`src/rtl/job_seq_pkg.sv`:
```
// job_seq_pkg: shared state encoding and error codes for the job sequencer
package job_seq_pkg;
    typedef enum logic [2:0] {
        S_IDLE,
        S_REQ,
        S_RUN,
        S_DONE,
        S_ERROR
    } state_e;
    localparam logic [1:0] ERR_NONE     = 2'b00;
    localparam logic [1:0] ERR_ZERO_LEN = 2'b01;
    localparam logic [1:0] ERR_TIMEOUT  = 2'b10;
    localparam logic [1:0] ERR_ABORT    = 2'b11;
endpackage

```
`src/rtl/watchdog_timer.sv`:
```
// watchdog_timer: idle-cycle counter that flags a timeout on the last allowed cycle
//   clk     rising-edge clock
//   rst     asynchronous active-high reset
//   clr     zero the counter (wins over en)
//   en      count this cycle
//   expired combinational, high when the count has reached TIMEOUT-1 while enabled
module watchdog_timer #(
    parameter int TIMEOUT = 16
) (
    input  logic clk,
    input  logic rst,
    input  logic clr,
    input  logic en,
    output logic expired
);
    localparam int WD_W = $clog2(TIMEOUT + 1);
    logic [WD_W-1:0] wd_q;
    always_ff @(posedge clk or posedge rst) begin
        if (rst) wd_q <= '0;
        else if (clr) wd_q <= '0;
        else if (en) wd_q <= wd_q + WD_W'(1);
    end
    assign expired = en && (wd_q == WD_W'(TIMEOUT - 1));
endmodule

```
`src/rtl/job_sequencer.sv`:
```
// job_sequencer: runs one worker job (req/ack, beat counting, watchdog) and reports busy/done/error levels
//   clk, rst          clock and asynchronous active-high reset
//   start, len        launch a job of len beats (IDLE or DONE only)
//   abort, clear      cancel an active job / acknowledge DONE or ERROR
//   worker_req/ack    request handshake with the worker engine
//   beat_valid        one worker beat this cycle
//   busy/done/error   mutually exclusive status levels, err_code and beat_count for debug
module job_sequencer
    import job_seq_pkg::*;
#(
    parameter int CNT_W   = 8,
    parameter int TIMEOUT = 16
) (
    input  logic             clk,
    input  logic             rst,
    input  logic             start,
    input  logic [CNT_W-1:0] len,
    input  logic             abort,
    input  logic             clear,
    output logic             worker_req,
    input  logic             worker_ack,
    input  logic             beat_valid,
    output logic             busy_out,
    output logic             done_out,
    output logic             error_out,
    output logic [1:0]       err_code,
    output logic [CNT_W-1:0] beat_count
);
    state_e           state_q, state_d;
    logic [CNT_W-1:0] len_q, len_d;
    logic [CNT_W-1:0] beat_q, beat_d;
    logic [1:0]       err_q, err_d;
    logic             wd_clr, wd_en, wd_expired;
    assign wd_en = (state_q == S_REQ) || (state_q == S_RUN);
    watchdog_timer #(.TIMEOUT(TIMEOUT)) u_wd (
        .clk     (clk),
        .rst     (rst),
        .clr     (wd_clr),
        .en      (wd_en),
        .expired (wd_expired)
    );
    always_ff @(posedge clk or posedge rst) begin
        if (rst) begin
            state_q <= S_IDLE;
            len_q   <= '0;
            beat_q  <= '0;
            err_q   <= ERR_NONE;
        end else begin
            state_q <= state_d;
            len_q   <= len_d;
            beat_q  <= beat_d;
            err_q   <= err_d;
        end
    end
    // Priority inside an active job: abort, then progress (ack/beat), then timeout.
    // The watchdog keeps counting only while a wait continues with no progress.
    always_comb begin
        state_d = state_q;
        len_d   = len_q;
        beat_d  = beat_q;
        err_d   = err_q;
        wd_clr  = 1'b1;
        case (state_q)
            S_IDLE, S_DONE: begin
                if (start) begin
                    beat_d  = '0;
                    err_d   = (len != '0) ? ERR_NONE : ERR_ZERO_LEN;
                    state_d = (len != '0) ? S_REQ : S_ERROR;
                    len_d   = (len != '0) ? len : len_q;
                end else if (clear && state_q == S_DONE) begin
                    state_d = S_IDLE;
                    beat_d  = '0;
                end
            end
            S_REQ: begin
                if (abort) begin
                    state_d = S_ERROR;
                    err_d   = ERR_ABORT;
                end else if (worker_ack) begin
                    state_d = S_RUN;
                end else if (wd_expired) begin
                    state_d = S_ERROR;
                    err_d   = ERR_TIMEOUT;
                end else begin
                    wd_clr = 1'b0;
                end
            end
            S_RUN: begin
                if (abort) begin
                    state_d = S_ERROR;
                    err_d   = ERR_ABORT;
                end else if (beat_valid) begin
                    beat_d  = beat_q + CNT_W'(1);
                    state_d = (beat_q == len_q - CNT_W'(1)) ? S_DONE : S_RUN;
                end else if (wd_expired) begin
                    state_d = S_ERROR;
                    err_d   = ERR_TIMEOUT;
                end else begin
                    wd_clr = 1'b0;
                end
            end
            S_ERROR: begin
                if (clear) begin
                    state_d = S_IDLE;
                    err_d   = ERR_NONE;
                    beat_d  = '0;
                end
            end
            default: state_d = S_IDLE;
        endcase
    end
    assign worker_req = (state_q == S_REQ);
    assign busy_out   = (state_q == S_REQ) || (state_q == S_RUN);
    assign done_out   = (state_q == S_DONE);
    assign error_out  = (state_q == S_ERROR);
    assign err_code   = err_q;
    assign beat_count = beat_q;
endmodule

```
`config.mk`:
```
export PLATFORM = sky130hd
export DESIGN_NAME = job_sequencer
export DESIGN_NICKNAME = d
export VERILOG_FILES = /design/src/rtl/job_seq_pkg.sv /design/src/rtl/watchdog_timer.sv /design/src/rtl/job_sequencer.sv
export SDC_FILE = /design/constraint.sdc
export NUM_CORES = 1
export LEC_CHECK = 0
export BUFFER_PORTS_ARGS = -buffer_cell sky130_fd_sc_hd__buf_2
export CAP_MARGIN = 30
export CORE_ASPECT_RATIO = 1.5
export CORE_MARGIN = 4
export CORE_UTILIZATION = 39
export DETAILED_ROUTE_END_ITERATION = 16
export HOLD_SLACK_MARGIN = 0.06
export SETUP_SLACK_MARGIN = 0.05
export SYNTH_ARGS = -nofsm -noshare
export SYNTH_HDL_FRONTEND = slang
export SYNTH_SLANG_ARGS = --single-unit
```
`constraint.sdc`:
```
create_clock -name clk -period 3.9 [get_ports clk]
set_clock_uncertainty 0.05 [all_clocks]
set_input_delay 0.195 -clock clk [delete_from_list [all_inputs] [get_ports clk]]
set_output_delay 0.195 -clock clk [all_outputs]
set_load 0.005 [all_outputs]
```
==> metrics <==
type of origin of the critical path=register; drt wl/cell=approximately 16 µm; largest net degree at the start of global routing=20; port bufs=28; routed wire length=around 4000 µm; final period utilization=a little under two thirds; critical path class=register to register; ANT cells=0; Clock Tree Buf Depth=2; first-pass GRT wire length=6770 µm; syn_nets=roughly 210; FP Rows=28; Slew @ Worst Pin=just under 0.9 ns; remaining global-route overflow=0; Syn-to-layout area delta=15.3%; Yosys Warn Count=0; hold crit path type=input pin to register; crit path DAT=2.59 ns; crit-path max FO=19; CP endpoint kind=register; Distinct cells, synth=45; number of global-route vias before repair=approximately 1,400; Layout Nets=roughly 230; CP max stage delay=just over 0.7 ns; multi-input gate area in the final layout=921 µm²; Worst Setup Slack, final=between 1 and 1.5 ns; clock power share=between 15 and 20%; Sw Share=between 30 and 40%; Detail Placement HPWL=3210 µm; Post-synth EDFFs=0; #FFs+latches synth=26; most frequent cells in the layout=buf_2 (28), dfrtp_1 (26), nor2_1 (15), inv_1 (14), nand2_1 (11); DRC=0; CTS tree=done; Power Total=1100 µW; Synth Cell Area=1660 µm²; Sink Count=26; Peak VDD IR=roughly 0.00041 V; Tot GR Track Use=16.6%; Reg power frac=40.1%; pwr dens=about 580 nW/µm²; Post-CTS Setup Inserts=0; commonest non-fill, non-tap cell in the layout=buf_2; H-tree depth=1; Initial Util=41.2%; antenna violations before repair=0; vias post-DR=1,422; WP data required=4.02 ns; Comb pwr share=43.4%; relative slew slack=a little over two fifths; largest area contributor in the netlist=dfrtp_1; ANT nets after route=0; # setup viols final=0; Layout fillers=a little over 400; Synth Flop Type=dfrtp_1; setup tns final=0 ns; vias per std cell=around 5.5; Placement Setup Slack=~1.5 ns; CTS Buf Count=3; Worst-path clk slew=0.10 ns; die area=roughly 5400 µm²; Synth top area share=between 30% and 40%; status=completed; max-slew violations=0; Final Critical Period=between 2 and 2.5 ns; Fin. Hold Viols=0; Initial DRC Count=between 40 and 50; Psw=~440 µW; Crit-path slowest cell=a21oi_1; Area contributors post-synth=dfrtp_1 (39%), xnor2_1 (4.2%), mux2_2 (4.1%); RSZ-0062 raised after global routing=no; Max-cap violations=0; post-synthesis sequential area ratio=39.2%; Leak=between 0.0008 and 0.0009 µW; FF/Latch Area=651 µm²; max frequency=404 MHz; crit-path cells=xnor2_1 > nand3b_1 > a21oi_1 > mux2_2; IO Pins=29; Die Height=slightly below 90 µm; synthesized area per cell=approximately 9 µm²; core area=4030 µm²; proportion of layout cells with a drive suffix above 1=approximately a fifth; Synth Instances=between 150 and 200; GP Congestion=0.839; Async SR Flop Fraction=between 90% and 100%; Die Span X=between 60 and 70 µm; drt first pass iters=4; Int Pwr=667 µW; Clock Latency Late Sink=between 0.2 and 0.3 ns; Root Driver=clkbuf_8
[layer usage]
layer / vias up / GRT usage, % / wire [µm]
li1: 729 / - / -
met1: 668 / 20.2 / 1750
met2: 21 / 29.8 / 2160
met3: 4 / 2.51 / 120
met4: 0 / 4.14 / 41
met5: - / 0 / 0
[area by class of cell]
class	count	area share, %
multi-input combinational	139	48.1
timing repair buffer	30	9.29
clock buffer	4	2.88
sequential	26	34.0
inverter	14	2.75
tap	45	2.94
[state kept, by name, indices dropped and copies added, names as in the netlist]
register	cells
beat_count	8
err_code	2
len_q	8
state_q	3
u_wd.wd_q	5
[worst max-delay path: cells and delay by family (launching register included)]
| kind | cells | cell delay [ns] |
|---|---|---|
| AOI/OAI and AO/OA | 1 | 0.71 |
| xor gates and xnor gates | 1 | 0.45 |
| DFF | 1 | 0.57 |
| muxes | 1 | 0.41 |
| and+or+nand+nor | 1 | 0.18 |
[timing repair]
item	4_1_cts	5_1_grt
endpoints found under the setup margin	0	0
resized for setup	0	0
hold buffers	1	0
endpoints found under the hold margin	9	0
[per-stage QoR]
stage          hold WS, ns  instances  utilization, %  instance area, µm²
2_1_floorplan        0.185        187               -                1660
3_3_place_gp         0.373        252            45.2                1820
3_5_place_dp         0.178        253            45.9                1850
4_1_cts             0.0729        258            47.5                1910
5_1_grt             0.0936        258            47.5                1910
6_report            0.0786        258            47.5                1910
[logic make-up after synthesis]
family,share of synthesized area (%)
buffers and inverters,5.28
flip-flops,39.2
AND/OR/NAND/NOR,24.9
multiplexers,4.68
XOR/XNOR,6.33
AO/OA/AOI/OAI,16.6
adder cells (fa/ha/maj),3.02
[final timing paths]
check | cells after the start | start | end | slack, ns
max | 4 | state_q[1] | len_q[5] | 1.43
min reg2reg | 1 | u_wd.wd_q[0] | u_wd.wd_q[0] | 0.42
min in group asynchronous | 3 | rst | u_wd.wd_q[0] | 0.41
max in group asynchronous | 4 | rst | state_q[2] | 2.95
min | 3 | len[0] | len_q[0] | 0.08
max reg2reg | 4 | state_q[1] | len_q[5] | 1.43
[power groups by stage]
stage	logic (µW)	registers (µW)	clock network, µW
final	479	443	181
after global routing	530	458	197
after CTS	482	443	188
after detailed placement	479	448	0
after global placement	474	447	0
after floorplan	406	398	0
[synth_stat cells, drive strengths merged (2+ instances only)]
| cell | count |
|---|---|
| dfrtp | 26 |
| nor2 | 15 |
| inv | 14 |
| a21oi | 11 |
| nand2 | 11 |
| o21ai | 9 |
| nor3 | 8 |
| xnor2 | 8 |
| mux2 | 6 |
| nand3 | 5 |
| nand3b | 5 |
| nor4 | 5 |
| buf | 4 |
| clkbuf | 4 |
| ha | 4 |
| nand2b | 4 |
| nand4 | 4 |
| nor3b | 4 |
| o22ai | 4 |
| xor2 | 4 |
| and3 | 3 |
| o21bai | 3 |
| a21o | 2 |
| a22o | 2 |
| and2 | 2 |
| o211ai | 2 |
| o311ai | 2 |
| or3b | 2 |
| or4 | 2 |
Power figures use the tool's default switching activity.
